==> config.mk <==
export PLATFORM = sky130hd
export DESIGN_NAME = note_sequencer_flat
export DESIGN_NICKNAME = d
export VERILOG_FILES = /design/src/rtl/note_pkg.sv /design/src/rtl/note_sequencer_if.sv /design/src/rtl/chart_ram.sv /design/src/rtl/note_sequencer.sv /design/src/flat_wrapper.sv
export SDC_FILE = /design/constraint.sdc
export NUM_CORES = 1
export LEC_CHECK = 0
export BUFFER_PORTS_ARGS = -buffer_cell sky130_fd_sc_hd__buf_4
export CORE_MARGIN = 3
export CORE_UTILIZATION = 49
export DETAILED_ROUTE_END_ITERATION = 6
export GPL_ROUTABILITY_DRIVEN = 0
export PLACE_DENSITY_LB_ADDON = 0.3
export SETUP_SLACK_MARGIN = 0.5
export SLEW_MARGIN = 20
export SYNTH_ARGS = -nofsm -noshare
export SYNTH_HDL_FRONTEND = slang
export SYNTH_SLANG_ARGS = --single-unit
==> constraint.sdc <==
create_clock -name Clk -period 7.4 [get_ports Clk]
set_clock_uncertainty 0.05 [all_clocks]
set_input_delay 0.74 -clock Clk [delete_from_list [all_inputs] [get_ports Clk]]
set_output_delay 0.74 -clock Clk [all_outputs]
set_load 0.02 [all_outputs]
==> src/rtl/note_pkg.sv <==
// Shared definitions for the note sequencer: default geometry and FSM state encoding.
package note_pkg;

  localparam int unsigned DEF_LANES = 4;
  localparam int unsigned DEF_DEPTH = 128;

  typedef enum logic [1:0] {
    ST_IDLE  = 2'd0,
    ST_PLAY  = 2'd1,
    ST_PAUSE = 2'd2,
    ST_DONE  = 2'd3
  } state_e;

endpackage

==> src/rtl/note_sequencer_if.sv <==
// Chart-load write bus and row presentation outputs of the note sequencer.
//   slave  (sequencer): takes wr_en/wr_addr/wr_data, drives wr_err and the row outputs
//   master (host/view): drives the write bus, observes wr_err and the row outputs
interface note_sequencer_if
  import note_pkg::*;
#(
  parameter int unsigned LANES = DEF_LANES,
  parameter int unsigned AW    = $clog2(DEF_DEPTH)
) ();

  logic             wr_en;
  logic [AW-1:0]    wr_addr;
  logic [LANES-1:0] wr_data;
  logic             wr_err;
  logic [LANES-1:0] display_signal;
  logic             row_valid;
  logic [AW-1:0]    position;

  modport slave (
    input  wr_en, wr_addr, wr_data,
    output wr_err, display_signal, row_valid, position
  );

  modport master (
    output wr_en, wr_addr, wr_data,
    input  wr_err, display_signal, row_valid, position
  );

endinterface

==> src/rtl/chart_ram.sv <==
// Chart storage: simple dual-port RAM, one write port, one read port with a
// registered (1-cycle) read. Contents are intentionally not reset.
//   clk           : clock
//   we/waddr/wdata: write port
//   re/raddr      : read request, data appears on rdata the next cycle
//   rdata         : registered read data, holds when re is low
module chart_ram #(
  parameter int unsigned LANES = 4,
  parameter int unsigned DEPTH = 128,
  parameter int unsigned AW    = $clog2(DEPTH)
) (
  input  logic             clk,
  input  logic             we,
  input  logic [AW-1:0]    waddr,
  input  logic [LANES-1:0] wdata,
  input  logic             re,
  input  logic [AW-1:0]    raddr,
  output logic [LANES-1:0] rdata
);

  logic [LANES-1:0] mem [DEPTH];

  // Write and registered read share the clock; no reset so the chart survives it.
  always_ff @(posedge clk) begin
    if (we) begin
      mem[waddr] <= wdata;
    end
    if (re) begin
      rdata <= mem[raddr];
    end
  end

endmodule

==> src/rtl/note_sequencer.sv <==
// Rhythm-game note sequencer: plays chart rows out of chart_ram paced by the
// frame clock, with a programmable frames-per-row divider, loop/one-shot, pause.
//   Clk, reset      : clock, synchronous active-high reset
//   frame_clk       : frame clock, each rising edge is one tick
//   start/stop/pause: playback control (pulses / pause level)
//   loop_en         : wrap at end of chart (sampled at each end-of-chart)
//   chart_len, rate : rows to play, ticks per row minus one (latched on start)
//   busy/done/wrapped: status (level / pulse / pulse)
//   bus             : chart write bus, wr_err and row outputs
module note_sequencer
  import note_pkg::*;
#(
  parameter int unsigned LANES = DEF_LANES,
  parameter int unsigned DEPTH = DEF_DEPTH
) (
  input  logic                    Clk,
  input  logic                    reset,
  input  logic                    frame_clk,
  input  logic                    start,
  input  logic                    stop,
  input  logic                    pause,
  input  logic                    loop_en,
  input  logic [$clog2(DEPTH):0]  chart_len,
  input  logic [3:0]              rate,
  output logic                    busy,
  output logic                    done,
  output logic                    wrapped,
  note_sequencer_if.slave         bus
);

  localparam int unsigned AW = $clog2(DEPTH);
  localparam int unsigned LW = AW + 1;

  localparam logic [1:0] S_IDLE  = ST_IDLE;
  localparam logic [1:0] S_PLAY  = ST_PLAY;
  localparam logic [1:0] S_PAUSE = ST_PAUSE;
  localparam logic [1:0] S_DONE  = ST_DONE;

  logic [1:0]       state_q, state_d;
  logic [AW-1:0]    pos_q, pos_d;
  logic [3:0]       div_q, div_d;
  logic [LW-1:0]    len_q, len_d;
  logic [3:0]       rate_q, rate_d;
  logic             frame_q, frame_d;
  logic             looped_q, looped_d;

  // Read pipeline: request issued to RAM, tagged with its row's side info.
  logic             pend_q, pend_d;
  logic [AW-1:0]    pend_pos_q, pend_pos_d;
  logic             pend_wrap_q, pend_wrap_d;
  logic             pend_done_q, pend_done_d;

  logic [LANES-1:0] display_q, display_d;
  logic             row_valid_q, row_valid_d;
  logic [AW-1:0]    position_q, position_d;
  logic             busy_q, busy_d;
  logic             done_q, done_d;
  logic             wrapped_q, wrapped_d;
  logic             wr_err_q, wr_err_d;

  logic             tick;
  logic             last_row;
  logic             idle_like;
  logic             issue;
  logic             issue_wrap;
  logic             issue_done;
  logic             clear_disp;
  logic             cancel;
  logic             done_now;
  logic             wr_ok;
  logic [LANES-1:0] ram_rdata;

  assign tick      = frame_clk & ~frame_q;
  assign last_row  = ({1'b0, pos_q} == (len_q - LW'(1)));
  assign idle_like = (state_q == S_IDLE) || (state_q == S_DONE);

  chart_ram #(
    .LANES (LANES),
    .DEPTH (DEPTH),
    .AW    (AW)
  ) u_ram (
    .clk   (Clk),
    .we    (wr_ok),
    .waddr (bus.wr_addr),
    .wdata (bus.wr_data),
    .re    (issue),
    .raddr (pos_q),
    .rdata (ram_rdata)
  );

  // Playback FSM, divider and row issue.
  always_comb begin
    state_d    = state_q;
    pos_d      = pos_q;
    div_d      = div_q;
    len_d      = len_q;
    rate_d     = rate_q;
    looped_d   = looped_q;
    frame_d    = frame_clk;
    issue      = 1'b0;
    issue_wrap = 1'b0;
    issue_done = 1'b0;
    clear_disp = 1'b0;
    cancel     = 1'b0;
    done_now   = 1'b0;

    if (stop) begin
      state_d    = S_IDLE;
      clear_disp = 1'b1;
      cancel     = 1'b1;
    end else if (start && idle_like) begin
      // Lengths beyond the RAM are clamped so pos never leaves the chart.
      len_d      = (32'(chart_len) > DEPTH) ? LW'(DEPTH) : chart_len;
      rate_d     = rate;
      pos_d      = '0;
      div_d      = rate;
      looped_d   = 1'b0;
      clear_disp = 1'b1;
      cancel     = 1'b1;
      if (chart_len == '0) begin
        state_d  = S_DONE;
        done_now = 1'b1;
      end else begin
        state_d  = S_PLAY;
      end
    end else begin
      case (state_q)
        S_PLAY: begin
          if (pause) begin
            state_d = S_PAUSE;
          end else if (tick) begin
            if (div_q == rate_q) begin
              issue = 1'b1;
              div_d = '0;
              // The first row 0 after a loop restart carries the wrapped flag.
              issue_wrap = looped_q && (pos_q == '0);
              if (issue_wrap) begin
                looped_d = 1'b0;
              end
              if (last_row) begin
                if (loop_en) begin
                  pos_d    = '0;
                  looped_d = 1'b1;
                end else begin
                  issue_done = 1'b1;
                  state_d    = S_DONE;
                end
              end else begin
                pos_d = pos_q + AW'(1);
              end
            end else begin
              div_d = div_q + 4'd1;
            end
          end
        end
        S_PAUSE: begin
          if (!pause) begin
            state_d = S_PLAY;
          end
        end
        default: begin
        end
      endcase
    end
  end

  // Output stage, read pipeline tags and write acceptance.
  always_comb begin
    pend_d      = issue;
    pend_pos_d  = issue ? pos_q : pend_pos_q;
    pend_wrap_d = issue_wrap;
    pend_done_d = issue_done;

    row_valid_d = pend_q & ~cancel;
    display_d   = display_q;
    position_d  = position_q;
    if (clear_disp) begin
      display_d = '0;
    end else if (pend_q) begin
      display_d  = ram_rdata;
      position_d = pend_pos_q;
    end
    wrapped_d = row_valid_d & pend_wrap_q;
    done_d    = done_now | (row_valid_d & pend_done_q);
    busy_d    = (state_d == S_PLAY) || (state_d == S_PAUSE);

    wr_ok    = bus.wr_en && idle_like && (32'(bus.wr_addr) < DEPTH);
    wr_err_d = bus.wr_en && !wr_ok;
  end

  always_ff @(posedge Clk) begin
    if (reset) begin
      state_q     <= S_IDLE;
      pos_q       <= '0;
      div_q       <= '0;
      len_q       <= '0;
      rate_q      <= '0;
      frame_q     <= 1'b0;
      looped_q    <= 1'b0;
      pend_q      <= 1'b0;
      pend_pos_q  <= '0;
      pend_wrap_q <= 1'b0;
      pend_done_q <= 1'b0;
      display_q   <= '0;
      row_valid_q <= 1'b0;
      position_q  <= '0;
      busy_q      <= 1'b0;
      done_q      <= 1'b0;
      wrapped_q   <= 1'b0;
      wr_err_q    <= 1'b0;
    end else begin
      state_q     <= state_d;
      pos_q       <= pos_d;
      div_q       <= div_d;
      len_q       <= len_d;
      rate_q      <= rate_d;
      frame_q     <= frame_d;
      looped_q    <= looped_d;
      pend_q      <= pend_d;
      pend_pos_q  <= pend_pos_d;
      pend_wrap_q <= pend_wrap_d;
      pend_done_q <= pend_done_d;
      display_q   <= display_d;
      row_valid_q <= row_valid_d;
      position_q  <= position_d;
      busy_q      <= busy_d;
      done_q      <= done_d;
      wrapped_q   <= wrapped_d;
      wr_err_q    <= wr_err_d;
    end
  end

  assign busy               = busy_q;
  assign done               = done_q;
  assign wrapped            = wrapped_q;
  assign bus.wr_err         = wr_err_q;
  assign bus.display_signal = display_q;
  assign bus.row_valid      = row_valid_q;
  assign bus.position       = position_q;

endmodule

==> src/flat_wrapper.sv <==
// flat-port wrapper written by rule: the top's interface ports become plain ports
module note_sequencer_flat import note_pkg::*;
#(
  parameter int unsigned LANES = DEF_LANES,
  parameter int unsigned DEPTH = DEF_DEPTH
)
  (Clk, reset, frame_clk, start, stop, pause, loop_en, chart_len, rate, busy, done, wrapped, bus_wr_en, bus_wr_addr, bus_wr_data, bus_wr_err, bus_display_signal, bus_row_valid, bus_position);
  note_sequencer_if #(.LANES(LANES)) bus_i ();
  input  logic Clk;
  input  logic reset;
  input  logic frame_clk;
  input  logic start;
  input  logic stop;
  input  logic pause;
  input  logic loop_en;
  input  logic [$clog2(DEPTH):0] chart_len;
  input  logic [3:0] rate;
  output logic busy;
  output logic done;
  output logic wrapped;
  input wire logic [$bits(bus_i.wr_en)-1:0] bus_wr_en;
  input wire logic [$bits(bus_i.wr_addr)-1:0] bus_wr_addr;
  input wire logic [$bits(bus_i.wr_data)-1:0] bus_wr_data;
  output wire logic [$bits(bus_i.wr_err)-1:0] bus_wr_err;
  output wire logic [$bits(bus_i.display_signal)-1:0] bus_display_signal;
  output wire logic [$bits(bus_i.row_valid)-1:0] bus_row_valid;
  output wire logic [$bits(bus_i.position)-1:0] bus_position;
  assign bus_i.wr_en = bus_wr_en;
  assign bus_i.wr_addr = bus_wr_addr;
  assign bus_i.wr_data = bus_wr_data;
  assign bus_wr_err = bus_i.wr_err;
  assign bus_display_signal = bus_i.display_signal;
  assign bus_row_valid = bus_i.row_valid;
  assign bus_position = bus_i.position;
  note_sequencer #(.LANES(LANES), .DEPTH(DEPTH)) u_core (.Clk(Clk), .reset(reset), .frame_clk(frame_clk), .start(start), .stop(stop), .pause(pause), .loop_en(loop_en), .chart_len(chart_len), .rate(rate), .busy(busy), .done(done), .wrapped(wrapped), .bus(bus_i));
endmodule
# Yosys cells after proc, flatten, opt, wreduce, memory -nomap -nowiden
# Memory sizes are Yosys's and may differ from the RTL's. A register that Yosys moved wholly into a read port is not among the register bits.
# Cells that the tools add are included.
word_totals:
  ff_bits: 53
  latchBits: 0
  mem_bits_rw: 512
  mem_bits_ro: 0
  in_bits: 31
  wordCells: 110
  n_memories: 1
memory_table:
  columns: ["memory", "words", "width", "rd", "rd_clocked_by_memory_dff", "write_ports", "line", "rtl"]
  rows:
  - ["u_core.u_ram.mem", 128, 4, 1, 1, 1, "chart_ram.sv:21", "logic [LANES-1:0] mem [DEPTH];"]
classes:
  n_addsub: 3
  n_mul: 0
  n_div: 0
  order_cmp: 1
  eq_ne: 9
  shift: 0
  mux: 45
  bitwise: 12
  reduce_logical: 21
op_table:
  columns: ["operator", "count"]
  rows:
  - ["$mux 7", 7]
  - ["$mux 1", 22]
  - ["$mux 4", 5]
  - ["$mux 2", 9]
  - ["$eq 7x8->1", 1]
  - ["$gt 8x8->1 const B", 1]
  - ["$logic_not 8->1", 1]
  - ["$mux 8", 1]
  - ["$reduce_or 8->1", 1]
  - ["$sub 8x1->8 const B", 1]
  - ["$add 7x1->7 const B", 1]
  - ["$logic_not 7->1", 1]
  - ["$not 1->1", 7]
  - ["$reduce_or 7->1", 1]
  - ["$eq 2x2->1 const B", 3]
  - ["$reduce_and 6->1", 1]
  - ["$reduce_bool 2->1", 3]
  - ["$reduce_and 5->1", 1]
  - ["$add 4x1->4 const B", 1]
  - ["$and 1x1->1", 4]
  - ["$eq 2x1->1 const B", 2]
  - ["$eq 4x4->1", 1]
  - ["$logic_and 1x1->1", 4]
  - ["$pmux 2 s2", 1]
  - ["9 further kinds", 11]

# Depth between registers and ports, before layout
depth:
  word_depth: 11
  ltp_mapped: 10

# Cells and area by module
# A second synthesis with hierarchy kept.
unflattened:
  hier_cells: 1232
  area_unflattened_um2: 22889.5
by_module_without_submodules:
  columns: ["module", "instances", "cells_each", "area_each_um2", "seq_area_each_um2"]
  rows:
  - ["chart_ram", 1, 908, 20233.2, 15494.9]
  - ["note_sequencer", 1, 324, 2656.3, 1061.0]

# Worst setup path before layout
# OpenSTA, ideal clock, no wires.
synth_timing:
  path_type: "flip-flop to flip-flop"
  start: "register u_core.pos_q[0]"
  end: "register u_core.u_ram.rdata[3] (read register of u_core.u_ram.mem), data pin"
  t_arrival_ps: 2140
  required_ps: 7080
  setup_slack_ps: 4940
  stages_incl_launch_ff: 10
  n_path_buf: 4
  cell_sequence: "dfxtp_1 > buf_4 > buf_6 > buf_4 > buf_4 > mux4_2 > a22oi_1 > a21oi_1 > a211oi_1 > o32ai_1"
synth_lines:
  columns: ["item", "line", "rtl"]
  rows:
  - ["start: declaration", "note_sequencer.sv:40", "logic [AW-1:0] pos_q, pos_d;"]
  - ["start signal: assignment", "note_sequencer.sv:213", "pos_q <= pos_d;"]
  - ["end: declaration", "chart_ram.sv:18", "output logic [LANES-1:0] rdata"]

==> run_results.csv <==
group,metric,value,unit
sta,fin_ws,3800,ps
drt,post_drt_wl_per_cell,26.3,um
logic_synthesis,yosys.area.top_type,"edfxtp_1",
clock_tree,cts_max_level,2,
logic_synthesis,syn_nets,1383,
power_and_ir_drop,p_leak,7.91,nW
logic_synthesis,synth_cell_types,71,
logic_synthesis,ys_seq_elements,569,
clock_tree,post_cts_resized,0,
outcome,status,"finished, final reports clean",
clock_tree,tritoncts,"yes",
drt,drtIter0Drc,1489,
drt,first_pass_iters,5,
logic_synthesis,synthCells,1346,
layout,area_delta_synth_final,11.7,%
sta,finalSetupViolCount,0,
clock_tree,cts_buffer_depth,3,
grt,grt_pass1_wl,81600,um
placed_design,hpwlAfterDp,33000,um
sta,whs,332,ps
grt,grt_start_max_net_pins,107,
sta,period_share,48.7,%
clock_tree,clock_sinks,569,
sta,finalHoldViolCount,0,
layout,antenna_cells,0,
sta,maxSlewViolCount,0,
worst_setup_path,critPathMaxFanout,57,
floorplan,initial_utilization,50.2,%
logic_synthesis,synth_warnings,0,
grt,grt.overflow.total,0,
sta,rsz0062_at_grt,"false",
hold_path,hold_path.class,"in2reg",
grt,grt_antenna_before_repair,1,
clock_tree,cts_inserted_buffers,56,
drt,vias_per_cell,6.24,
sta,period_needed,3600,ps
logic_synthesis,synth-main-ff-cell,"edfxtp_1",
worst_setup_path,worstSetupPathType,"reg2reg",
clock_tree,cts-root-buf,"clkbuf_16",
floorplan,num_io_pins,47,
floorplan,fp.dieH,223,um
sta,fmax,277,MHz
drt,met2_wirelength,24800,um
logic_synthesis,synthTopCellsByArea,"edfxtp_1 (67%), mux4_2 (13%), dfxtp_1 (4.6%)",
floorplan,num_rows,78,
drt,drt_wl_total,53600,um
layout,utilization,56.0,%
drt,met3_length,5230,um
grt,track_usage,21.8,%
worst_setup_path,end_kind,"register",
drt,drc,0,
worst_setup_path,cp-start-kind,"register",
clock_tree,clkTransAtPathRegs,60,ps
drt,num_vias,12700,
logic_synthesis,synth.yosys.seq_area_share,72.0,%
layout,layout.nets,1430,
worst_setup_path,crit_arrival,3890,ps
clock_tree,clock_latency,630,ps
logic_synthesis,syn_area,23000,um^2
floorplan,chipWidth,223,um
power_and_ir_drop,peakVddDrop,0.179,mV
sta,max_slew_margin,19.9,%
floorplan,die-area,49600,um^2
worst_setup_path,cp.required,7690,ps
clock_tree,cts_setup_buffers,0,
logic_synthesis,async_reset_ff_share,0,%
layout,drive_above_1_share,20.8,%
grt,grt_pass1_vias,12700,
logic_synthesis,synth_top_area_share,67.4,%
placed_design,port_buffers,46,
logic_synthesis,synth_edf_count,516,
clock_tree,holdBufCountCts,0,
floorplan,design.core.area,45900,um^2
sta,tightest_slew,1200,ps
power_and_ir_drop,totalPowerFinal,6.61,mW
power_and_ir_drop,pwr_density_cell,257,nW/um^2
drt,wl_met1,22000,um
logic_synthesis,avgSynthCellArea,17.1,um^2
sta,fin_tns_setup,0,ps
drt,highest_layer,"met5",
drt,ant_nets,0,
flow_run,drv_cap,0,
placed_design,preCtsSetupSlack,3810,ps
==> kinds of logic after synthesis <==
kind of cell    Yosys count  synth area share, %
simple gates            373                 7.40
compound gates          152                 4.69
flops                   569                 72.0
buf+inv                  93                 1.88
xor+xnor                 12                0.457
mux                     141                 13.3
fa+ha+maj                 6                0.326
==> report_power, final <==
group / switching, mW / internal [mW] / leakage, nW
clock network: 1.19 / 1.59 / 0.877
logic: 0.184 / 0.112 / 1.97
registers: 0.0184 / 3.51 / 5.07
==> area by class of cell <==
class | instances | area (um^2)
Fill cell | 3479 | 20200
Sequential cell | 569 | 16600
Multi-Input combinational cell | 684 | 6020
Clock buffer | 62 | 1420
Tap cell | 600 | 751
Timing Repair Buffer | 65 | 504
Clock inverter | 39 | 360
Inverter | 17 | 63.8
==> placed cells by master, fill, tap and decap left out, types with 5 or more instances in the layout <==
master / instances
nand2b_1: 7
ha_1: 6
nor2_1: 181
dfxtp_1: 50
buf_4: 63
mux4_2: 131
nand4_1: 7
and2_1: 5
mux2i_1: 6
a211oi_1: 12
bufinv_16: 6
and3_1: 8
inv_1: 14
nand3b_1: 9
clkinv_1: 18
edfxtp_1: 516
clkbuf_1: 6
a21oi_1: 49
nor2b_1: 15
clkinv_2: 11
xor2_1: 8
nand3_1: 30
a22oi_1: 35
nand2_1: 74
nor3_1: 12
clkbuf_16: 56
o21ai_0: 5
nor4_1: 6
==> metal layers <==
metal / GRT usage [%] / vias up
met5: 0 / -
met1: 32.1 / 6467
met3: 4.80 / 109
met2: 32.9 / 691
met4: 6.73 / 2
li1: - / 5440
==> worst max-delay path: stages, from the launching register on <==
cell       delay [ps]
dfxtp_4           950
buf_4             700
mux4_2            400
mux4_2            520
a2111oi_0         500
o32ai_1           160
==> synthesized netlist by cell type, types with 5 or more instances <==
| cell | instances |
|---|---|
| inv_1 | 14 |
| edfxtp_1 | 516 |
| and3_1 | 8 |
| nand2b_1 | 7 |
| nand2_1 | 75 |
| nor3_1 | 12 |
| a21oi_1 | 49 |
| buf_2 | 12 |
| ha_1 | 6 |
| a22oi_1 | 35 |
| a211oi_1 | 12 |
| buf_4 | 14 |
| xor2_1 | 8 |
| nand3b_1 | 9 |
| mux4_2 | 131 |
| mux2i_1 | 6 |
| nor2b_1 | 15 |
| nor2_1 | 181 |
| nor4_1 | 6 |
| buf_1 | 6 |
| dfxtp_1 | 53 |
| o21ai_0 | 5 |
| and2_1 | 5 |
| clkbuf_1 | 42 |
| nand4_1 | 7 |
| nand3_1 | 30 |
==> metrics by stage <==
step	std cells	cell area, um^2
final	2036	25700
after global routing	2036	25700
after CTS	2036	25700
after detailed placement	1935	23900
after global placement	1935	23900
after floorplan	1346	23000
==> flip-flops by register name (all words and copies together), names as in the netlist, 2 cells and up <==
name                       count
u_core.len_q                   8
u_core.rate_q                  4
u_core.state_q                 2
u_core.bus.display_signal      4
u_core.bus.position            7
u_core.pos_q                   7
u_core.pend_pos_q              7
u_core.u_ram.mem             512
u_core.u_ram.rdata             4
u_core.div_q                   4
==> path summary, 6_finish.rpt <==
kind | startpoint | endpoint | slack [ps] | cells after the start
setup reg to reg | u_core.pos_q[1]$_SDFFE_PP0P_ | u_core.u_ram.rdata[3]$_DFFE_PP_ | 3800 | 5
setup / recovery | u_core.pos_q[1]$_SDFFE_PP0P_ | u_core.u_ram.rdata[3]$_DFFE_PP_ | 3800 | 5
hold reg to reg | u_core.pend_done_q$_SDFF_PP0_ | u_core.done$_SDFF_PP0_ | 400 | 1
hold / removal | frame_clk | u_core.frame_q$_SDFF_PP0_ | 330 | 2
Power figures use the tool's default switching activity.
